==> config.mk <==
export PLATFORM = sky130hd
export DESIGN_NAME = pwm_duty_seq
export DESIGN_NICKNAME = d
export VERILOG_FILES = /design/src/rtl/pwm_duty_seq.sv
export SDC_FILE = /design/constraint.sdc
export NUM_CORES = 1
export LEC_CHECK = 0
export ABC_AREA = 1
export CAP_MARGIN = 20
export CORE_MARGIN = 5
export CORE_UTILIZATION = 47
export DETAILED_ROUTE_END_ITERATION = 10
export PLACE_DENSITY = 0.71
export SLEW_MARGIN = 20
export SYNTH_ARGS = -nofsm -noshare
export SYNTH_HDL_FRONTEND = slang
export SYNTH_SLANG_ARGS = --single-unit
==> constraint.sdc <==
create_clock -name i_clk -period 3 [get_ports i_clk]
set_input_delay 0.3 -clock i_clk [delete_from_list [all_inputs] [get_ports i_clk]]
set_output_delay 0.3 -clock i_clk [all_outputs]
set_load 0.02 [all_outputs]
==> src/rtl/pwm_duty_seq.sv <==
// Duty-word sequencer feeding pwm_gen: steps a W-bit duty value every
// i_step_div clocks in hold, ramp-up, ramp-down or triangle mode.
//
// state | meaning
// UP    | triangle counting toward MAX (o_dir=1)
// DOWN  | triangle counting toward 0   (o_dir=0)
module pwm_duty_seq #(
    parameter int W     = 4,
    parameter int DIV_W = 16
) (
    input  logic             i_clk,
    input  logic             i_rst_n,
    input  logic             i_en,
    input  logic [1:0]       i_mode,
    input  logic [DIV_W-1:0] i_step_div,
    input  logic             i_load,
    input  logic [W-1:0]     i_load_w,
    output logic [W-1:0]     o_w,
    output logic             o_dir,
    output logic             o_step,
    output logic             o_at_max,
    output logic             o_at_min
);

    typedef enum logic {
        DOWN = 1'b0,
        UP   = 1'b1
    } dir_t;

    localparam logic [W-1:0] MAX   = '1;
    localparam logic [W:0]   MAX_X = {1'b0, MAX};

    dir_t             dir_q;
    logic [DIV_W-1:0] cnt;
    logic [DIV_W-1:0] div_m1;
    logic             tick;
    logic [W:0]       w_inc;
    logic [W:0]       w_dec;
    logic [W-1:0]     w_up;
    logic [W-1:0]     w_dn;

    // A zero divider behaves as one, so div_m1 is zero in both cases.
    assign div_m1 = (i_step_div == '0) ? '0 : (i_step_div - DIV_W'(1));
    assign tick   = i_en && (cnt >= div_m1);

    // Saturating +/-1 in W+1 bits so the limits never wrap.
    assign w_inc = {1'b0, o_w} + (W+1)'(1);
    assign w_dec = {1'b0, o_w} - (W+1)'(1);
    assign w_up  = (w_inc > MAX_X) ? MAX : w_inc[W-1:0];
    assign w_dn  = w_dec[W] ? '0 : w_dec[W-1:0];

    assign o_dir    = (dir_q == UP);
    assign o_at_max = (o_w == MAX);
    assign o_at_min = (o_w == '0);

    always_ff @(posedge i_clk or negedge i_rst_n) begin
        if (!i_rst_n) begin
            o_w    <= '0;
            dir_q  <= UP;
            o_step <= 1'b0;
            cnt    <= '0;
        end else begin
            o_step <= 1'b0;
            if (i_load) begin
                // Load discards any coincident tick.
                o_w <= i_load_w;
                cnt <= '0;
                if (i_load_w == MAX)
                    dir_q <= DOWN;
                else if (i_load_w == '0)
                    dir_q <= UP;
            end else if (!i_en) begin
                cnt <= '0;
            end else if (tick) begin
                cnt    <= '0;
                o_step <= 1'b1;
                case (i_mode)
                    2'b00: o_w <= o_w;
                    2'b01: o_w <= w_up;
                    2'b10: o_w <= w_dn;
                    default: begin
                        if (dir_q == UP) begin
                            if (o_w == MAX) begin
                                dir_q <= DOWN;
                                o_w   <= w_dn;
                            end else begin
                                o_w <= w_up;
                            end
                        end else begin
                            if (o_w == '0) begin
                                dir_q <= UP;
                                o_w   <= w_up;
                            end else begin
                                o_w <= w_dn;
                            end
                        end
                    end
                endcase
            end else begin
                cnt <= cnt + DIV_W'(1);
            end
        end
    end

endmodule

==> reports/qor.log <==
[critical_path] path type of the worst setup path primary input to register
[synthesis] most instantiated library cell after synthesis sky130_fd_sc_hd__nand2_1
[synthesis] number of nets produced by synthesis 399
[pwr] power per cell area 310.3 mW/mm2
[finish] final core utilization 66.27%
[sta] worst-case headroom to the max-slew limit 67.66%
[global_routing] initial antenna violation count 0
[global_routing] via count of the first global-routing pass 2,409
[critical_path] Crit. End Element register
[global_routing] met2 global-route usage 35.43%
[synthesis] post-synthesis sequential area ratio 23.62%
[clock_network] clock latency of the later-clocked register in the worst-skew pair 260 ps
[finish] Post-layout nets 470
[sta] share of the cycle needed by the critical path after routing 95.77%
[finish] Final Cell Area 0.003172 mm2
[global_routing] total grt overflow 0
[global_routing] most crowded layer after global routing met2
[hold_path] path class of the lowest-slack min-delay path primary input to async pin
[finish] fraction of layout instances using a drive strength above 1 20.86%
[routing] overall via count from detail_route 2,457
[routing] first-pass iteration count of the detailed router 4
[sta] number of hold violations in the final report 13
[routing] DRT antenna net count 0
[routing] post-route DRC violation count 0
[sta] worst hold slack -14.35 ps
[synthesis] synth warn 0
[synthesis] number of synthesized register bits 22
[global_routing] wire length of the first global-routing pass 9687 um
[critical_path] Critical Path Source i_step_div[5]
[synthesis] number of flops mapped to enable cells by yosys 0
[placed_design] HPWL Detailed 4600 um
[synthesis] dominant synthesized flop cell sky130_fd_sc_hd__dfrtp_1
[pwr] internal power 658.4 uW
[job] Maximum Capacitance Violations 0
[pwr] switching fraction of total power 33.09%
[synthesis] distinct cell type count after synthesis 37
[clock_network] Reg clk slew, reported paths 80 ps
[clock_network] H-tree Lvls 1
[pwr] combinational group share of total power 37.4%
[pwr] Worst VDD drop 270.7 uV
[clock_network] TritonCTS clock tree built
[critical_path] data required time of the worst path 3190 ps
[clock_network] sinks on the clock net 22
[pwr] net switching power 325.7 uW
[critical_path] startpoint of the lowest-slack register-to-register path cnt[11]$_DFF_PN0_
[synthesis] ys async rst share 100.0%
[synthesis] post-synth top area cell sky130_fd_sc_hd__dfrtp_1
[synthesis] share of the synthesized area in the top cell type 22.50%
[sta] clk_skew 8.793 ps
[clock_network] Inserted Clock Buffers 3
[clock_network] maximum count of clock buffers along a single path 2
[die] Die Height 80.50 um
[routing] number of violations reported at the end of detailed-routing iteration 0 118
[critical_path] sort of element at the start of the critical path primary input
[sta] fmax 0.3481 GHz
[routing] average detailed-routed wire length per instance 12.30 um
[outcome] violated checks hold timing
[synthesis] syn avg cell area 6.732 um2
[synthesis] list of most frequent post-synthesis cells sky130_fd_sc_hd__nand2_1 (87), sky130_fd_sc_hd__nor2_1 (52), sky130_fd_sc_hd__inv_1 (37)
[global_routing] largest net degree at the start of global routing 23
[sta] slew of the pin with the lowest slew margin 485.1 ps
[die] Cell Rows 25
[die] DIE AREA 0.006480 mm2
[routing] Detailed Route WL 5954 um
[pwr] share of total power in the clock network 27.7%
[placed_design] Buffers on Ports 33
[global_routing] Global Route met1 Usage 20.68%
[clock_network] clock root cell sky130_fd_sc_hd__clkbuf_8
[die] number of placed I/O pins 34
[clock_network] hold-fix buffer count after cts 0
[outcome] result of the run finished, violations left
[global_routing] met3 Usage GRT 1.570%
[finish] Antenna Cells 0
[finish] final-layout fill cell count 424
[placed_design] Placed Area 0.002995 mm2
[critical_path] Worst Path Max Fanout 8
[placed_design] routability-driven placement congestion ratio 0.8533
[finish] growth of design area from synthesis to finish 35.78%
[sta] Setup violations, final 0
[pwr] sequential cell fraction of total power 35.0%
[sta] max-slew violation total from the final report 0
[die] overall die width 80.50 um
[die] starting density of the core 48.81%
[synthesis] Area contributors post-synth sky130_fd_sc_hd__dfrtp_1 (22%), sky130_fd_sc_hd__nand2_1 (14%), sky130_fd_sc_hd__ha_1 (14%)
[critical_path] Arr. time, crit path 3070 ps
[pwr] leakage power total 0.001557 uW
[sta] post-layout min period 2873 ps
[synthesis] Cells after Synth 347
[synthesis] cell area after technology mapping 0.002336 mm2
[global_routing] All-Layer GR Usage 18.42%
[routing] Avg Vias per Cell 5.076
[die] area of the core region 0.004786 mm2
[critical_path] slack of the worst reg-to-reg path 1160 ps
final timing paths:
check,to,cells after the start
setup / recovery,cnt[15]$_DFF_PN0_,21
hold / removal,cnt[14]$_DFF_PN0_,1
setup reg to reg,cnt[15]$_DFF_PN0_,11
hold reg to reg,cnt[0]$_DFF_PN0_,1
max in group asynchronous,o_dir$_DFFE_PN1P_,1
min in group i_clk,cnt[0]$_DFF_PN0_,1
critical path: stages:
cell and delay, ps:
sky130_fd_sc_hd__clkdlybuf4s50_1 440, sky130_fd_sc_hd__nor2_2 140, sky130_fd_sc_hd__nand2_1 90, sky130_fd_sc_hd__inv_2 70, sky130_fd_sc_hd__nand3_2 90, sky130_fd_sc_hd__nor2_2 170, sky130_fd_sc_hd__nand2_2 80, sky130_fd_sc_hd__inv_2 80
sky130_fd_sc_hd__nor2_1 50, sky130_fd_sc_hd__o21ai_0 260, sky130_fd_sc_hd__ha_1 310, sky130_fd_sc_hd__nand2_1 80, sky130_fd_sc_hd__nand2_1 50, sky130_fd_sc_hd__nand2_1 60, sky130_fd_sc_hd__a21oi_1 70, sky130_fd_sc_hd__nor2_2 150
sky130_fd_sc_hd__nand3_2 110, sky130_fd_sc_hd__nand2_4 110, sky130_fd_sc_hd__nand3_4 90, sky130_fd_sc_hd__buf_12 160, sky130_fd_sc_hd__nor2_1 110
per-stage QoR:
step	std cells	setup TNS (ps)	setup slack, ps	power [uW]
floorplan	347	0	573.5	550.4
global placement	478	-4328	-221.3	698.9
detailed placement	478	-4819	-254.8	704.3
CTS	482	0	19.36	980.0
global route	484	-691.5	-62.71	1048
finish	484	0	127.0	984.1
routing by layer:
metal	vias up	part of all wire, %
met5	-	0
met4	0	2.0
met3	10	4.8
met2	77	51
met1	1102	42
li1	1268	-
cell usage in the layout, fill, tap and decap left out, types with 3 or more instances in the layout:
cell	count
sky130_fd_sc_hd__nand3_1	25
sky130_fd_sc_hd__buf_4	33
sky130_fd_sc_hd__nand3_2	6
sky130_fd_sc_hd__o21ai_0	7
sky130_fd_sc_hd__clkbuf_8	3
sky130_fd_sc_hd__nand2_2	3
sky130_fd_sc_hd__o21ai_1	5
sky130_fd_sc_hd__nor2_2	11
sky130_fd_sc_hd__xnor2_1	6
sky130_fd_sc_hd__inv_1	34
sky130_fd_sc_hd__nand4_1	5
sky130_fd_sc_hd__inv_2	10
sky130_fd_sc_hd__ha_1	25
sky130_fd_sc_hd__a21oi_1	9
sky130_fd_sc_hd__clkdlybuf4s50_1	32
sky130_fd_sc_hd__nor2_4	3
sky130_fd_sc_hd__nor2_1	46
sky130_fd_sc_hd__nor3_1	3
sky130_fd_sc_hd__xor2_1	10
sky130_fd_sc_hd__dfrtp_1	21
sky130_fd_sc_hd__nor4_1	4
sky130_fd_sc_hd__nand2_1	84
layout make-up:
type                       count  area, um2  area share, %
clock buffer                   3      41.29          1.302
timing repair buffer          68      618.1          19.49
clock inverter                 1      30.03         0.9467
tap                           67      83.83          2.643
multi-input combinational    279       1682          53.02
sequential                    22      551.8          17.40
inverter                      44      165.2          5.207
power by group through the flow:
| stage | clock (uW) | combinational [uW] | sequential (uW) |
|---|---|---|---|
| floorplan | 0 | 197 | 353 |
| finish | 272 | 368 | 344 |
| global route | 289 | 410 | 348 |
| global placement | 0 | 350 | 349 |
| CTS | 278 | 358 | 344 |
| detailed placement | 0 | 356 | 348 |
what timing repair did:
item | in CTS | in global routing
gates resized for setup | 0 | 23
buffers inserted | 0 | 1
endpoints found under the setup margin | 0 | 22
logic make-up after synthesis:
| group | synth area share, % |
|---|---|
| buf+inv | 7.713 |
| simple gates | 40.39 |
| flops | 23.62 |
| fa+ha+maj | 13.93 |
| compound gates | 8.356 |
| xor+xnor | 5.999 |
registers in the layout, summed over array words and instances, names as in the netlist:
| name | flops |
|---|---|
| o_w | 4 |
| o_step | 1 |
| cnt | 16 |
| o_dir | 1 |
(Power assumes the default switching activity.)
